`src/rtl/regfile_wb_queue_pkg.sv`:
```
// Shared types for the register-file write-back queue (optional forwarding: WB_FORWARD_EN).
// Entry layout {rd, data}; producers are ALU and load unit.
package regfile_wb_queue_pkg;

  localparam int DW_DEF = 32;
  localparam int AW_DEF = 5;

  typedef struct packed {
    logic [AW_DEF-1:0] rd;
    logic [DW_DEF-1:0] data;
  } wb_entry_t;

  typedef enum logic {SRC_ALU = 1'b0, SRC_LD = 1'b1} src_t;

  function automatic src_t src_other(input src_t s);
    return (s == SRC_ALU) ? SRC_LD : SRC_ALU;
  endfunction

endpackage

```
`src/rtl/regfile_wb_queue_fifo.sv`:
```
// In-order FIFO that also exposes every entry oldest-first for the forwarding CAM.
// Push visible at head the cycle after the edge; caller must not push when full or pop when empty.
module wb_fifo #(
  parameter  int W     = 37,
  parameter  int DEPTH = 4,
  localparam int PW    = $clog2(DEPTH),
  localparam int CW    = $clog2(DEPTH) + 1
) (
  input  logic             clk,
  input  logic             rst_n,
  input  logic             i_push,
  input  logic [W-1:0]     i_dat,
  input  logic             i_pop,
  output logic [W-1:0]     o_head,
  output logic [CW-1:0]    o_count,
  output logic             o_full,
  output logic             o_empty,
  output logic [W-1:0]     o_ent [DEPTH],
  output logic [DEPTH-1:0] o_vld
);

  logic [W-1:0]  r_mem [DEPTH];
  logic [PW-1:0] r_wr;
  logic [PW-1:0] r_rd;
  logic [CW-1:0] r_cnt;

  always_ff @(posedge clk or negedge rst_n) begin
    if (!rst_n) begin
      r_wr  <= '0;
      r_rd  <= '0;
      r_cnt <= '0;
    end else begin
      if (i_push) r_wr <= r_wr + 1'b1;
      if (i_pop)  r_rd <= r_rd + 1'b1;
      r_cnt <= r_cnt + CW'(i_push) - CW'(i_pop);
    end
  end

  always_ff @(posedge clk) begin
    if (i_push) r_mem[r_wr] <= i_dat;
  end

  assign o_head  = r_mem[r_rd];
  assign o_count = r_cnt;
  assign o_full  = (r_cnt == CW'(DEPTH));
  assign o_empty = (r_cnt == '0);

  // Index 0 is the head (oldest); higher indices are younger.
  always_comb begin
    for (int k = 0; k < DEPTH; k++) begin
      o_ent[k] = r_mem[r_rd + PW'(k)];
      o_vld[k] = (CW'(k) < r_cnt);
    end
  end

endmodule

```
`src/rtl/regfile_wb_queue.sv`:
```
// Write-back queue + operand read front end for a 2R1W regfile; WB_FORWARD_EN enables queue forwarding.
// Push-to-write 1 cycle min; readies drop only when full (round-robin on contention), wb_hold freezes drain.
module regfile_wb_queue
  import regfile_wb_queue_pkg::*;
#(
  parameter  int DW     = DW_DEF,
  parameter  int AW     = AW_DEF,
  parameter  int QDEPTH = 4,
  localparam int CW     = $clog2(QDEPTH) + 1
) (
  input  logic          clk,
  input  logic          rst_n,
  input  logic          alu_valid,
  output logic          alu_ready,
  input  logic [AW-1:0] alu_rd,
  input  logic [DW-1:0] alu_data,
  input  logic          ld_valid,
  output logic          ld_ready,
  input  logic [AW-1:0] ld_rd,
  input  logic [DW-1:0] ld_data,
  input  logic          wb_hold,
  input  logic [AW-1:0] rs1_addr,
  input  logic [AW-1:0] rs2_addr,
  output logic [DW-1:0] rs1_data,
  output logic [DW-1:0] rs2_data,
  output logic          rd_stall,
  output logic [CW-1:0] q_count,
  output logic          WE_Reg,
  output logic [AW-1:0] A3,
  output logic [DW-1:0] WD_Reg,
  output logic [AW-1:0] A1,
  output logic [AW-1:0] A2,
  input  logic [DW-1:0] RD1,
  input  logic [DW-1:0] RD2
);

  localparam int EW = AW + DW;

  src_t            r_rr;
  logic            w_full;
  logic            w_empty;
  logic            w_alu_fire;
  logic            w_ld_fire;
  logic            w_push;
  logic            w_pop;
  logic [AW-1:0]   w_push_rd;
  logic [DW-1:0]   w_push_data;
  logic [EW-1:0]   w_head;
  logic [EW-1:0]   w_ent [QDEPTH];
  logic [QDEPTH-1:0] w_vld;

  // A producer is granted whenever the other is idle, or on its round-robin turn.
  assign alu_ready   = (!ld_valid  || (r_rr == SRC_ALU)) && !w_full;
  assign ld_ready    = (!alu_valid || (r_rr == SRC_LD))  && !w_full;
  assign w_alu_fire  = alu_valid && alu_ready;
  assign w_ld_fire   = ld_valid  && ld_ready;
  assign w_push_rd   = w_alu_fire ? alu_rd   : ld_rd;
  assign w_push_data = w_alu_fire ? alu_data : ld_data;
  // Writes to x0 complete the handshake but are dropped.
  assign w_push      = (w_alu_fire || w_ld_fire) && (w_push_rd != '0);
  assign w_pop       = !w_empty && !wb_hold;

  always_ff @(posedge clk or negedge rst_n) begin
    if (!rst_n)                                 r_rr <= SRC_ALU;
    else if (alu_valid && ld_valid && !w_full)  r_rr <= src_other(r_rr);
  end

  wb_fifo #(.W(EW), .DEPTH(QDEPTH)) u_fifo (
    .clk     (clk),
    .rst_n   (rst_n),
    .i_push  (w_push),
    .i_dat   ({w_push_rd, w_push_data}),
    .i_pop   (w_pop),
    .o_head  (w_head),
    .o_count (q_count),
    .o_full  (w_full),
    .o_empty (w_empty),
    .o_ent   (w_ent),
    .o_vld   (w_vld)
  );

  assign WE_Reg = w_pop;
  assign A3     = w_pop ? w_head[EW-1 -: AW] : '0;
  assign WD_Reg = w_pop ? w_head[DW-1:0]     : '0;
  assign A1     = rs1_addr;
  assign A2     = rs2_addr;

`ifdef WB_FORWARD_EN
  logic [DW-1:0] w_fwd1;
  logic [DW-1:0] w_fwd2;

  // Scan oldest to youngest so the youngest match wins.
  always_comb begin
    w_fwd1 = RD1;
    w_fwd2 = RD2;
    for (int k = 0; k < QDEPTH; k++) begin
      if (w_vld[k] && (w_ent[k][EW-1 -: AW] == rs1_addr)) w_fwd1 = w_ent[k][DW-1:0];
      if (w_vld[k] && (w_ent[k][EW-1 -: AW] == rs2_addr)) w_fwd2 = w_ent[k][DW-1:0];
    end
  end

  assign rs1_data = (rs1_addr == '0) ? '0 : w_fwd1;
  assign rs2_data = (rs2_addr == '0) ? '0 : w_fwd2;
  assign rd_stall = 1'b0;
`else
  logic w_hit1;
  logic w_hit2;

  always_comb begin
    w_hit1 = 1'b0;
    w_hit2 = 1'b0;
    for (int k = 0; k < QDEPTH; k++) begin
      if (w_vld[k] && (w_ent[k][EW-1 -: AW] == rs1_addr)) w_hit1 = 1'b1;
      if (w_vld[k] && (w_ent[k][EW-1 -: AW] == rs2_addr)) w_hit2 = 1'b1;
    end
  end

  assign rs1_data = (rs1_addr == '0) ? '0 : RD1;
  assign rs2_data = (rs2_addr == '0) ? '0 : RD2;
  assign rd_stall = ((rs1_addr != '0) && w_hit1) || ((rs2_addr != '0) && w_hit2);
`endif

endmodule
```
`config.mk`:
```
export PLATFORM = sky130hd
export DESIGN_NAME = regfile_wb_queue
export DESIGN_NICKNAME = d
export VERILOG_FILES = /design/src/rtl/regfile_wb_queue_pkg.sv /design/src/rtl/regfile_wb_queue_fifo.sv /design/src/rtl/regfile_wb_queue.sv
export SDC_FILE = /design/constraint.sdc
export NUM_CORES = 1
export LEC_CHECK = 0
export CAP_MARGIN = 0
export CORE_ASPECT_RATIO = 1.4
export CORE_MARGIN = 2
export CORE_UTILIZATION = 47
export CTS_CLUSTER_SIZE = 14
export DETAILED_ROUTE_END_ITERATION = 8
export PLACE_DENSITY = 0.78
export SETUP_SLACK_MARGIN = 0.1
export SLEW_MARGIN = 15
export SYNTH_ARGS = -nofsm -noshare
export SYNTH_HDL_FRONTEND = slang
export SYNTH_SLANG_ARGS = --single-unit
```
`constraint.sdc`:
```
create_clock -name clk -period 4.08 [get_ports clk]
set_input_delay 0.816 -clock clk [delete_from_list [all_inputs] [get_ports clk]]
set_output_delay 0.816 -clock clk [all_outputs]
set_load 0.02 [all_outputs]
```
# ---- Word-level counts from Yosys, hierarchy flattened
# Memories as Yosys holds them, arrays and structs flattened.
# Cells that the tools add are included.
dict set report totals {
  inputBits 153
  out_inout_bits 118
  mem_count 1
  ram_bits 148
  ff_bits 8
}
# name words word_bits rd rd_ports_with_merged_regs write_ports line_no
set memory_table {}
lappend memory_table {u_fifo.r_mem 4 37 4 0 1 regfile_wb_queue_fifo.sv:22} ;# logic [W-1:0] r_mem [DEPTH];
dict set report op_classes {
  eq_ne 9
  bitwise 1
  n_reduce_logical 33
  muxes 17
  order_cmp 4
  n_addsub 6
}
# op n
set op_table {}
lappend op_table {{2-to-1 mux 32 bit} 4}
lappend op_table {{equality test 5 bit} 8}
lappend op_table {{logical AND 1 bit} 18}
lappend op_table {{nonzero test 5 bit} 3}
lappend op_table {{2-to-1 mux 1 bit} 11}
lappend op_table {{logical NOT 5 bit} 2}
lappend op_table {{2-to-1 mux 5 bit} 2}
lappend op_table {{< comparator 1 x 3 -> 1 bit (first input constant)} 2}
lappend op_table {{< comparator 2 x 3 -> 1 bit (first input constant)} 2}
lappend op_table {{logical NOT 1 bit} 5}
lappend op_table {{adder 2 x 1 -> 2 bit (second input constant)} 2}
lappend op_table {{adder 2 bit (second input constant)} 2}
lappend op_table {{logical OR 1 bit} 4}
lappend op_table {{adder 3 x 1 -> 3 bit} 1}
lappend op_table {{equality test 3 bit (second input constant)} 1}
lappend op_table {{logical NOT 3 bit} 1}
lappend op_table {{subtractor 3 x 1 -> 3 bit} 1}
lappend op_table {{inverter 1 bit} 1}

# ---- Longest topological paths before layout
# Gate-level depths: netlist of run 1.
dict set report depth {
  depth_word 9
  mapped_depth 14
  ltp_nobuf 13
}

# ---- Cells and area by module
# Synthesis of run 1 repeated with hierarchy kept, for this count alone.
dict set report unflattened {
  hier_cells 659
  hier_area_um2 10684.0
}
# module seq_area_each_um2 instances cells_per_inst area_each_um2
set by_module_without_submodules {}
lappend by_module_without_submodules {wb_fifo 4619.4 1 408 8813.5}
lappend by_module_without_submodules {regfile_wb_queue 25.0 1 251 1870.5}

# ---- Worst setup path after synthesis of run 1
# OpenSTA, ideal clock, no wires.
dict set report synth_path {
  path_type {input -> register}
  start {input ld_valid}
  end {memory u_fifo.r_mem[0][0], enable pin}
  arrival_time_ns 2.909
  path_stages 7
  required_ns 3.682
  setup_slack_ns 0.773
  path_cell_list {a21oi_2 -> nand2_4 -> buf_12 -> nand2_1 -> o41ai_1 -> a311oi_4 -> and2_1}
}
dict set report synth_via {
  elab_chain_cells 9
}
# element line_no
set synth_rtl {}
lappend synth_rtl {{start: declaration} regfile_wb_queue.sv:17} ;# input logic ld_valid,
lappend synth_rtl {{logical NOT 1 bit} regfile_wb_queue.sv:53} ;# assign alu_ready = (!ld_valid || (r_rr == SRC_ALU)) && !w_full;
lappend synth_rtl {{logical OR 1 bit} regfile_wb_queue.sv:53}
lappend synth_rtl {{logical AND 1 bit} regfile_wb_queue.sv:53}
lappend synth_rtl {{logical AND 1 bit} regfile_wb_queue.sv:55} ;# assign w_alu_fire = alu_valid && alu_ready;
lappend synth_rtl {{2-to-1 mux 5 bit} regfile_wb_queue.sv:57} ;# assign w_push_rd = w_alu_fire ? alu_rd : ld_rd;
lappend synth_rtl {{nonzero test 5 bit} regfile_wb_queue.sv:60} ;# assign w_push = (w_alu_fire || w_ld_fire) && (w_push_rd != '0);
lappend synth_rtl {{logical AND 1 bit (*)} regfile_wb_queue.sv:60}
lappend synth_rtl {{2-to-1 mux 1 bit (*)} regfile_wb_queue_fifo.sv:40} ;# if (i_push) r_mem[r_wr] <= i_dat;
lappend synth_rtl {{2-to-1 mux 1 bit (implied by the code) (*)} regfile_wb_queue_fifo.sv:40}
lappend synth_rtl {{end: declaration} regfile_wb_queue_fifo.sv:22}
# Mark *: on every way between the ends. The rest lies on a longest branch, timed or not.

# ---- Worst setup path after layout of run 1
dict set report layout_path {
  start {register u_fifo.r_rd[1]}
  end {output rd_stall}
}
dict set report layout_via {
  elab_chain_cells 9
}
# element line_no
set layout_rtl {}
lappend layout_rtl {{start: declaration} regfile_wb_queue_fifo.sv:24} ;# logic [PW-1:0] r_rd;
lappend layout_rtl {{start signal: assignment} regfile_wb_queue_fifo.sv:34} ;# if (i_pop) r_rd <= r_rd + 1'b1;
lappend layout_rtl {{adder 2 x 1 -> 2 bit or memory read (4 x 37 bit) (tied branches)} -}
lappend layout_rtl {{memory read (4 x 37 bit) (*)} -}
lappend layout_rtl {{equality test 5 bit, or another cell as far along} regfile_wb_queue.sv:113} ;# if (w_vld[k] && (w_ent[k][EW-1 -: AW] == rs1_addr)) w_hit1 = 1'b1;
lappend layout_rtl {{logical AND 1 bit, or another cell as far along} regfile_wb_queue.sv:113}
lappend layout_rtl {{2-to-1 mux 1 bit, on equally long branches (3 in a row)} {regfile_wb_queue.sv:113, regfile_wb_queue.sv:114}}
lappend layout_rtl {{logical AND 1 bit} regfile_wb_queue.sv:120} ;# assign rd_stall = ((rs1_addr != '0) && w_hit1) || ((rs2_addr != '0) && w_hit2);
lappend layout_rtl {{logical OR 1 bit (*)} regfile_wb_queue.sv:120}
lappend layout_rtl {{end: declaration} regfile_wb_queue.sv:26} ;# output logic rd_stall,
# Marks and branches as above.

==> impl_table.tex, run 1 <==
\begin{tabular}{lr}
\hline
Metric & Value \\
\hline
\multicolumn{2}{l}{\textbf{Floorplan}} \\
\quad Height of the chip & between 150 and 200 um \\
\quad Initial Util & a little under half \\
\quad Width of the die & $\sim$120 um \\
\quad Area of the die & roughly 0.019 mm2 \\
\quad Io pins & between 200 and 300 \\
\quad Number of placement rows & 57 \\
\quad Area of the core & $\sim$0.017 mm2 \\
\multicolumn{2}{l}{\textbf{Synthesis}} \\
\quad Most instantiated library cell after synthesis & sky130\_fd\_sc\_hd\_\_edfxtp\_1 \\
\quad Synth warnings & 0 \\
\quad Largest area contributor in the netlist & sky130\_fd\_sc\_hd\_\_edfxtp\_1 \\
\quad Post-synthesis net count & approximately 770 \\
\quad Synth cell types & 55 \\
\quad Syn Std Cell Area & 0.008318 mm2 \\
\quad Async set-or-reset flop fraction in the synthesized netlist & 5.128\% \\
\quad Mean instance size in the synthesized netlist & $\sim$14 um2 \\
\quad Largest cells by area after synthesis & sky130\_fd\_sc\_hd\_\_edfxtp\_1, sky130\_fd\_sc\_hd\_\_mux4\_2, sky130\_fd\_sc\_hd\_\_mux2\_2, sky130\_fd\_sc\_hd\_\_and2\_1, sky130\_fd\_sc\_hd\_\_xnor2\_1 \\
\quad Predominant post-synthesis flop cell & sky130\_fd\_sc\_hd\_\_edfxtp\_1 \\
\quad Sequential element share of the synthesized area & $\sim$56\% \\
\quad Leading cell types by count after synthesis & sky130\_fd\_sc\_hd\_\_edfxtp\_1, sky130\_fd\_sc\_hd\_\_and2\_1, sky130\_fd\_sc\_hd\_\_mux2\_2 \\
\quad Cells after synthesis & 604 \\
\quad Post-synthesis register bit count & 156 \\
\quad Number of synthesized flops with an enable pin & $\sim$150 \\
\quad Area share of the largest cell type after synthesis & 53.43\% \\
\multicolumn{2}{l}{\textbf{Clock tree}} \\
\quad CTS H-Tree Depth & 4 \\
\quad Clock tree from TritonCTS & yes \\
\quad Clock Sinks & 156 \\
\quad Later-pin clock latency in the skew report & around 0.41 ns \\
\quad Num CTS Buffers & 17 \\
\quad Clock-pin slew on the worst setup and hold paths & 0.06 ns \\
\quad Clock root buffer & sky130\_fd\_sc\_hd\_\_clkbuf\_16 \\
\quad Maximum count of clock buffers along a single path & 2 \\
\multicolumn{2}{l}{\textbf{GRT}} \\
\quad Global-route wire length before repair & $\sim$35 mm \\
\quad Aggregate global-route resource usage & 25.22\% \\
\quad Vias in the first global route & between 6,000 and 7,000 \\
\quad Maximum number of pins on one net before global-route repair & 64 \\
\quad Total gr overflow & 0 \\
\quad Antenna violations before repair & 0 \\
\multicolumn{2}{l}{\textbf{Hold path}} \\
\quad Worst Hold Depth & 2 \\
\quad Hold Crit Endpoint & r\_rr \\
\quad Worst Min Path Start & r\_rr \\
\quad Worst hold-check path type & flip-flop to flip-flop \\
\multicolumn{2}{l}{\textbf{Layout}} \\
\quad Antenna cells & 0 \\
\quad Post-layout nets & slightly above 1,000 \\
\quad Layout overhead on the synthesized area & 43.14\% \\
\quad Fraction of layout instances using a drive strength above 1 & $\sim$18\% \\
\multicolumn{2}{l}{\textbf{Timing}} \\
\quad Number of pins with negative max-slew slack in the final report & 0 \\
\quad Tmin final & 3.797 ns \\
\quad Final number of setup-violating endpoints & 0 \\
\quad Post-Route Setup TNS & 0 ns \\
\quad Achievable frequency & 263.3 MHz \\
\quad Transition time at the pin with the least slew margin & 1.065 ns \\
\quad Tightest slew margin relative to the limit & between 20 and 30\% \\
\quad Final period utilization & a little over 90\% \\
\quad Hold slack final & 0.5875 ns \\
\quad Setup repair after global routing missed its margin & false \\
\quad Clock skew & between 0.01 and 0.015 ns \\
\quad Hold Vio Cnt, Final & 0 \\
\multicolumn{2}{l}{\textbf{Detailed routing}} \\
\quad Total number of vias & between 6,000 and 7,000 \\
\quad Number of routed nets with antenna violations & 0 \\
\quad Starting DRC count in detailed routing & between 300 and 400 \\
\quad Per-cell routed wire length & about 21 um \\
\quad Number of detailed-route iterations in the first pass & 5 \\
\quad Routed via count divided by cell count & 5.348 \\
\quad Sum of routed wire length over all layers & around 23 mm \\
\quad DR DRC count & 0 \\
\multicolumn{2}{l}{\textbf{Critical path}} \\
\quad Reg-to-reg critical path endpoint & u\_fifo.o\_count[2] \\
\quad Arr. time, crit path & between 2 and 3 ns \\
\quad Crit path max fanout & 13 \\
\quad Crit path launch type & flip-flop \\
\quad Slowest cell on the critical path & sky130\_fd\_sc\_hd\_\_dfrtp\_4 \\
\quad Setup Crit Path Kind & flip-flop to primary output \\
\quad Number of cells on the worst reg-to-reg path & 12 \\
\quad Crit-path cells & buf\_6 -> mux2i\_1 -> buf\_4 -> mux2\_2 -> xor2\_1 -> o21ai\_0 -> nor3\_1 -> o31ai\_1 -> nand4\_1 -> dlygate4sd2\_1 \\
\quad Flop2flop setup slack & approximately 0.88 ns \\
\quad Highest cell delay on the worst timing path & slightly below 0.6 ns \\
\quad Critical path data required time & between 3 and 4 ns \\
\quad CP Capture Type & primary output \\
\quad Beginning of the worst register-to-register path & u\_fifo.o\_count[2] \\
\multicolumn{2}{l}{\textbf{Power and ir drop}} \\
\quad Power per cell area & approximately 660 mW/mm2 \\
\quad Leakage power total & 4.240 nW \\
\quad Worst ir drop on vdd & a little over 0.0004 V \\
\multicolumn{2}{l}{\textbf{Place}} \\
\quad RD Place Congestion & 1.009 \\
\quad Half-perimeter wire length of the detailed placement result & 17.08 mm \\
\quad Port bufs & 270 \\
\multicolumn{2}{l}{\textbf{Status}} \\
\quad Outcome & finished clean \\
\multicolumn{2}{l}{\textbf{Flow run}} \\
\quad Maxcap violations & 0 \\
\hline
\end{tabular}
==> kinds of logic after synthesis <==
kind of cell    after synthesis  synth area share, %
buf+inv                      68                4.106
compound gates               43                3.836
flops                       156                55.84
xor+xnor                     42                4.422
fa+ha+maj                     9                1.444
mux                          97                17.22
simple gates                189                13.13
==> cells in the final DEF (no fill, tap or decap), types with 4 or more instances in the layout <==
cell type                         netlist  layout
sky130_fd_sc_hd__clkdlybuf4s50_1        0     268
sky130_fd_sc_hd__edfxtp_1             148     148
sky130_fd_sc_hd__and2_1                70      66
sky130_fd_sc_hd__mux2_2                42      42
sky130_fd_sc_hd__nor2b_1               34      34
sky130_fd_sc_hd__mux4_2                32      32
sky130_fd_sc_hd__buf_4                 11      28
sky130_fd_sc_hd__xnor2_1               25      25
sky130_fd_sc_hd__nor2_1                22      22
sky130_fd_sc_hd__inv_1                 19      19
sky130_fd_sc_hd__nor3_1                18      18
sky130_fd_sc_hd__nand2_1               18      18
sky130_fd_sc_hd__mux2i_1               21      17
sky130_fd_sc_hd__xor2_1                17      17
sky130_fd_sc_hd__clkbuf_16              0      17
sky130_fd_sc_hd__a21oi_1                9       9
sky130_fd_sc_hd__ha_1                   8       8
sky130_fd_sc_hd__nand4_1                7       7
sky130_fd_sc_hd__o21ai_0                6       6
sky130_fd_sc_hd__dfrtp_1                8       6
sky130_fd_sc_hd__mux2i_2                1       5
sky130_fd_sc_hd__and2_2                 0       4
sky130_fd_sc_hd__o211ai_1               4       4
sky130_fd_sc_hd__inv_6                  0       4
sky130_fd_sc_hd__inv_8                  0       4
==> critical path, delay by kind of cell (launching register included) <==
family                 cells  cell delay (ns)
buffers and inverters      3             0.73
AND/OR/NAND/NOR            2             0.23
multiplexers               2             0.46
flip-flops                 1             0.59
AO/OA/AOI/OAI              2             0.39
XOR/XNOR                   1             0.16
==> routing by layer <==
metal | global-route usage, % | wire length (um)
met5 | 0 | 0
met4 | 11.90 | 970
met3 | 6.642 | 1906
met2 | 45.38 | 12300
met1 | 26.99 | 8263
==> registers in the layout (all words and copies together) (netlist names) <==
register,cells
u_fifo.r_mem,148
u_fifo.o_count,3
u_fifo.r_rd,2
u_fifo.r_wr,2
r_rr,1
==> how the worst max path moves through the flow <==
stage / start / endpoint / slack, ns / depth (start not counted)
floorplan: ld_valid / u_fifo.r_mem[0][0] / 0.77 / 7
finish: u_fifo.r_rd[1] / rd_stall / 0.28 / 10
detailed placement: rs2_addr[2] / rd_stall / 0.04 / 8
global placement: rs2_addr[2] / rd_stall / 0.02 / 8
global route: u_fifo.r_rd[0] / rd_stall / 0.10 / 9
CTS: rs1_addr[3] / rs1_data[27] / 0.23 / 6
==> final cells by class <==
type | count | area (um2)
Clock inverter | 15 | 151.4
Clock buffer | 17 | 425.4
Inverter | 19 | 71.32
Timing Repair Buffer | 301 | 2953
Sequential cell | 156 | 4649
Multi-Input combinational cell | 380 | 3361
Fill cell | 1229 | 5424
Tap cell | 236 | 295.3
==> what timing repair did <==
action | in CTS | in global routing
setup endpoints to repair | 1 | 3
gates resized for setup | 7 | 1
pin swaps | 0 | 0
setup buffers | 1 | 0
hold buffers | 0 | 0
==> where the power goes <==
group          internal [W]  switching (W)
logic               0.00170        0.00198
clock network      0.000862       0.000664
registers           0.00241       0.000216
total               0.00497        0.00286
==> metrics by stage <==
| step | instance area (um2) | utilization (%) | total power, W | std cells | setup slack (ns) |
|---|---|---|---|---|---|
| 2_1_floorplan | 8318 | - | 0.004932 | 604 | 0.7732 |
| 5_1_grt | 11910 | 68.70 | 0.008228 | 1124 | 0.1006 |
| 3_5_place_dp | 11300 | 65.20 | 0.006311 | 1091 | 0.04041 |
| 4_1_cts | 11900 | 68.68 | 0.007877 | 1124 | 0.2279 |
| 6_report | 11910 | 68.70 | 0.007829 | 1124 | 0.2825 |
| 3_3_place_gp | 11300 | 65.20 | 0.006249 | 1091 | 0.02493 |
(Power assumes the default switching activity.)
==> run 2: changes to the inputs <==
- ABC_AREA: unset -> 1
==> run 2 against run 1 <==
Effect of this change: power is 5.4% higher; hold slack worse by 0.024 ns; highest routed layer unchanged; die area is 1.3% higher; global-route usage is 1.6 points higher; first-iteration DRC count is 74% higher.
==> impl_table.tex, run 2 <==
\begin{tabular}{lr}
\hline
Metric & Value \\
\hline
\multicolumn{2}{l}{\textbf{Critical path}} \\
\quad CP Capture Type & primary output \\
\quad Crit path max fanout & 7 \\
\quad Setup Crit Path Kind & primary input to primary output \\
\quad Crit path launch type & primary input \\
\quad Arr. time, crit path & $\sim$3 ns \\
\quad Critical path data required time & approximately 3.3 ns \\
\multicolumn{2}{l}{\textbf{Timing}} \\
\quad Final number of setup-violating endpoints & 0 \\
\quad Hold Vio Cnt, Final & 0 \\
\quad Final period utilization & 92.41\% \\
\quad Transition time at the pin with the least slew margin & 0.7766 ns \\
\quad Number of pins with negative max-slew slack in the final report & 0 \\
\quad Setup repair after global routing missed its margin & false \\
\quad Achievable frequency & between 200 and 300 MHz \\
\quad Tightest slew margin relative to the limit & about half \\
\quad Clock skew & roughly 0.0075 ns \\
\quad Post-Route Setup TNS & 0 ns \\
\quad Tmin final & between 3 and 4 ns \\
\quad Hold slack final & about 0.56 ns \\
\multicolumn{2}{l}{\textbf{Place}} \\
\quad RD Place Congestion & between 0.9 and 1 \\
\quad Number of instances in the placed design & around 1,400 \\
\quad Half-perimeter wire length of the detailed placement result & around 18 mm \\
\quad Port bufs & 270 \\
\multicolumn{2}{l}{\textbf{Layout}} \\
\quad Filler Cells Inserted & 1,367 \\
\quad Post-layout nets & 1,354 \\
\quad Register Area & 0.004647 mm2 \\
\quad Layout overhead on the synthesized area & 43.24\% \\
\quad Multi-input gate area & 0.003083 mm2 \\
\quad Top library cells by usage in the layout, fill and taps aside & sky130\_fd\_sc\_hd\_\_clkdlybuf4s50\_1, sky130\_fd\_sc\_hd\_\_nand2\_1, sky130\_fd\_sc\_hd\_\_nand3\_1, sky130\_fd\_sc\_hd\_\_edfxtp\_1, sky130\_fd\_sc\_hd\_\_inv\_1 \\
\quad Most common library cell in the layout ignoring fill and taps & sky130\_fd\_sc\_hd\_\_clkdlybuf4s50\_1 \\
\quad Fraction of layout instances using a drive strength above 1 & 9.635\% \\
\quad Max reg flops & $\sim$150 \\
\quad Register with the highest flop count & u\_fifo.r\_mem \\
\quad Number of cells in the finished layout apart from fillers & between 1,000 and 1,500 \\
\multicolumn{2}{l}{\textbf{GRT}} \\
\quad Met2 usage & 49.27\% \\
\quad Total gr overflow & 0 \\
\quad Antenna violations before repair & 1 \\
\quad Routing usage on met1 & a little under a third \\
\quad Aggregate global-route resource usage & around 27\% \\
\quad Routing usage on met3 & 5.396\% \\
\quad Most crowded layer after global routing & met2 \\
\quad Vias in the first global route & roughly 7,300 \\
\quad Maximum number of pins on one net before global-route repair & 37 \\
\quad Global-route wire length before repair & between 30 and 40 mm \\
\multicolumn{2}{l}{\textbf{Detailed routing}} \\
\quad Number of detailed-route iterations in the first pass & 5 \\
\quad Routed via count divided by cell count & 5.344 \\
\quad DR DRC count & 0 \\
\quad Number of routed nets with antenna violations & 0 \\
\quad Per-cell routed wire length & 17.84 um \\
\quad Sum of routed wire length over all layers & approximately 26 mm \\
\quad Total number of vias & around 7,700 \\
\quad Starting DRC count in detailed routing & 580 \\
\multicolumn{2}{l}{\textbf{Synthesis}} \\
\quad Mean instance size in the synthesized netlist & approximately 9 um2 \\
\quad Most instantiated library cell after synthesis & sky130\_fd\_sc\_hd\_\_nand2\_1 \\
\quad Post-synthesis register bit count & roughly 160 \\
\quad Post-synthesis net count & 1,084 \\
\quad Number of synthesized flops with an enable pin & 148 \\
\quad Syn Std Cell Area & between 0.008 and 0.009 mm2 \\
\quad Cells after synthesis & roughly 920 \\
\quad Synth warnings & 0 \\
\quad Async set-or-reset flop fraction in the synthesized netlist & under 10\% \\
\quad Sequential element share of the synthesized area & between 50\% and 60\% \\
\quad Synth cell types & 32 \\
\quad Area share of the largest cell type after synthesis & 52.73\% \\
\quad Leading cell types by count after synthesis & sky130\_fd\_sc\_hd\_\_nand2\_1, sky130\_fd\_sc\_hd\_\_nand3\_1, sky130\_fd\_sc\_hd\_\_edfxtp\_1 \\
\quad Largest area contributor in the netlist & sky130\_fd\_sc\_hd\_\_edfxtp\_1 \\
\quad Largest cells by area after synthesis & sky130\_fd\_sc\_hd\_\_edfxtp\_1, sky130\_fd\_sc\_hd\_\_nand2\_1, sky130\_fd\_sc\_hd\_\_nand3\_1, sky130\_fd\_sc\_hd\_\_inv\_1, sky130\_fd\_sc\_hd\_\_mux2\_2 \\
\quad Predominant post-synthesis flop cell & sky130\_fd\_sc\_hd\_\_edfxtp\_1 \\
\multicolumn{2}{l}{\textbf{Clock tree}} \\
\quad Quantity of hold-fixing buffers added after cts & 0 \\
\quad Num CTS Buffers & 17 \\
\quad Maximum count of clock buffers along a single path & 2 \\
\quad Clock tree from TritonCTS & yes \\
\quad Clock root buffer & sky130\_fd\_sc\_hd\_\_clkbuf\_16 \\
\quad Later-pin clock latency in the skew report & between 0.4 and 0.5 ns \\
\quad Clock-pin slew on the worst setup and hold paths & $\sim$0.06 ns \\
\quad Clock Sinks & 156 \\
\quad CTS H-Tree Depth & 4 \\
\multicolumn{2}{l}{\textbf{Power and ir drop}} \\
\quad Power per cell area & between 600 and 700 mW/mm2 \\
\quad Worst ir drop on vdd & $\sim$0.00045 V \\
\quad Leakage power total & 5.127 nW \\
\quad Design Power & between 0.008 and 0.009 W \\
\multicolumn{2}{l}{\textbf{Floorplan}} \\
\quad Width of the die & around 120 um \\
\quad Initial Util & 48.23\% \\
\quad Io pins & roughly 270 \\
\quad Area of the die & approximately 0.019 mm2 \\
\quad Number of placement rows & 57 \\
\quad Area of the core & approximately 0.017 mm2 \\
\quad Height of the chip & roughly 160 um \\
\multicolumn{2}{l}{\textbf{Flow run}} \\
\quad Maxcap violations & 0 \\
\multicolumn{2}{l}{\textbf{Hold path}} \\
\quad Worst hold-check path type & flip-flop to flip-flop \\
\multicolumn{2}{l}{\textbf{Status}} \\
\quad Outcome & finished clean \\
\hline
\end{tabular}
run 2: timing repair:
item                                    CTS  global route
setup buffers                             0             6
resized for setup                         0             4
endpoints found under the setup margin    0             3
run 2: layout make-up:
cell class | instances | area share [%]
Sequential cell | 156 | 38.49
Multi-Input combinational cell | 593 | 25.54
Timing Repair Buffer | 305 | 25.07
Inverter | 119 | 3.710
Clock buffer | 18 | 3.555
Tap cell | 236 | 2.446
Clock inverter | 13 | 1.171
Antenna cell | 1 | 0.02073
run 2: final timing paths:
kind | from | to | slack (ns) | cells past startpoint
worst max-delay path | rs2_addr[1] | rd_stall | 0.31 | 10
worst min-delay path | u_fifo.r_wr[1] | u_fifo.r_wr[1] | 0.56 | 2
worst max register to register | u_fifo.o_count[1] | u_fifo.o_count[2] | 0.96 | 13
worst min register to register | u_fifo.r_wr[1] | u_fifo.r_wr[1] | 0.56 | 2
max in group asynchronous | rst_n | u_fifo.r_rd[1] | 3.12 | 1
min in group asynchronous | rst_n | u_fifo.o_count[1] | 0.68 | 1
run 2: cells by family after synthesis:
| family | after synthesis | synth area share [%] |
|---|---|---|
| and+or+nand+nor | 466 | 23.46 |
| adders and majority gates | 9 | 1.425 |
| xor gates and xnor gates | 3 | 0.3118 |
| muxes | 32 | 4.276 |
| DFF | 156 | 55.11 |
| buffers and inverters | 173 | 8.670 |
| AOI/OAI and AO/OA | 83 | 6.755 |
run 2: critical path, cell delays in order:
cell,delay [ns]
sky130_fd_sc_hd__clkdlybuf4s50_1,0.60
sky130_fd_sc_hd__inv_1,0.21
sky130_fd_sc_hd__nand3_1,0.13
sky130_fd_sc_hd__nand2_1,0.06
sky130_fd_sc_hd__nor2_1,0.22
sky130_fd_sc_hd__nand3_1,0.11
sky130_fd_sc_hd__nand2_1,0.09
sky130_fd_sc_hd__o21ai_1,0.06
sky130_fd_sc_hd__nand2_1,0.06
sky130_fd_sc_hd__clkdlybuf4s50_1,0.60
run 2: per-stage QoR:
stage / setup WS (ns) / utilization (%) / instance area [um2]
floorplan: 0.4161 / - / 8428
global placement: 0.3505 / 65.49 / 11440
detailed placement: 0.3355 / 65.49 / 11440
CTS: 0.2081 / 68.75 / 12010
global route: 0.1392 / 69.09 / 12070
finish: 0.3095 / 69.09 / 12070
run 2: per-layer routing:
metal	part of all wire (%)	vias to the layer above	routed length, um
met2	52	419	13460
li1	-	3659	-
met1	36	3570	9139
met4	3.1	0	786
met5	0	-	0
met3	9.1	52	2328
run 2: power breakdown:
| part | leakage (nW) | switching [W] | internal, W |
|---|---|---|---|
| registers | 1.46 | 0.000201 | 0.00240 |
| logic | 3.40 | 0.00261 | 0.00153 |
| clock network | 0.271 | 0.000621 | 0.000903 |
| total | 5.13 | 0.00343 | 0.00482 |
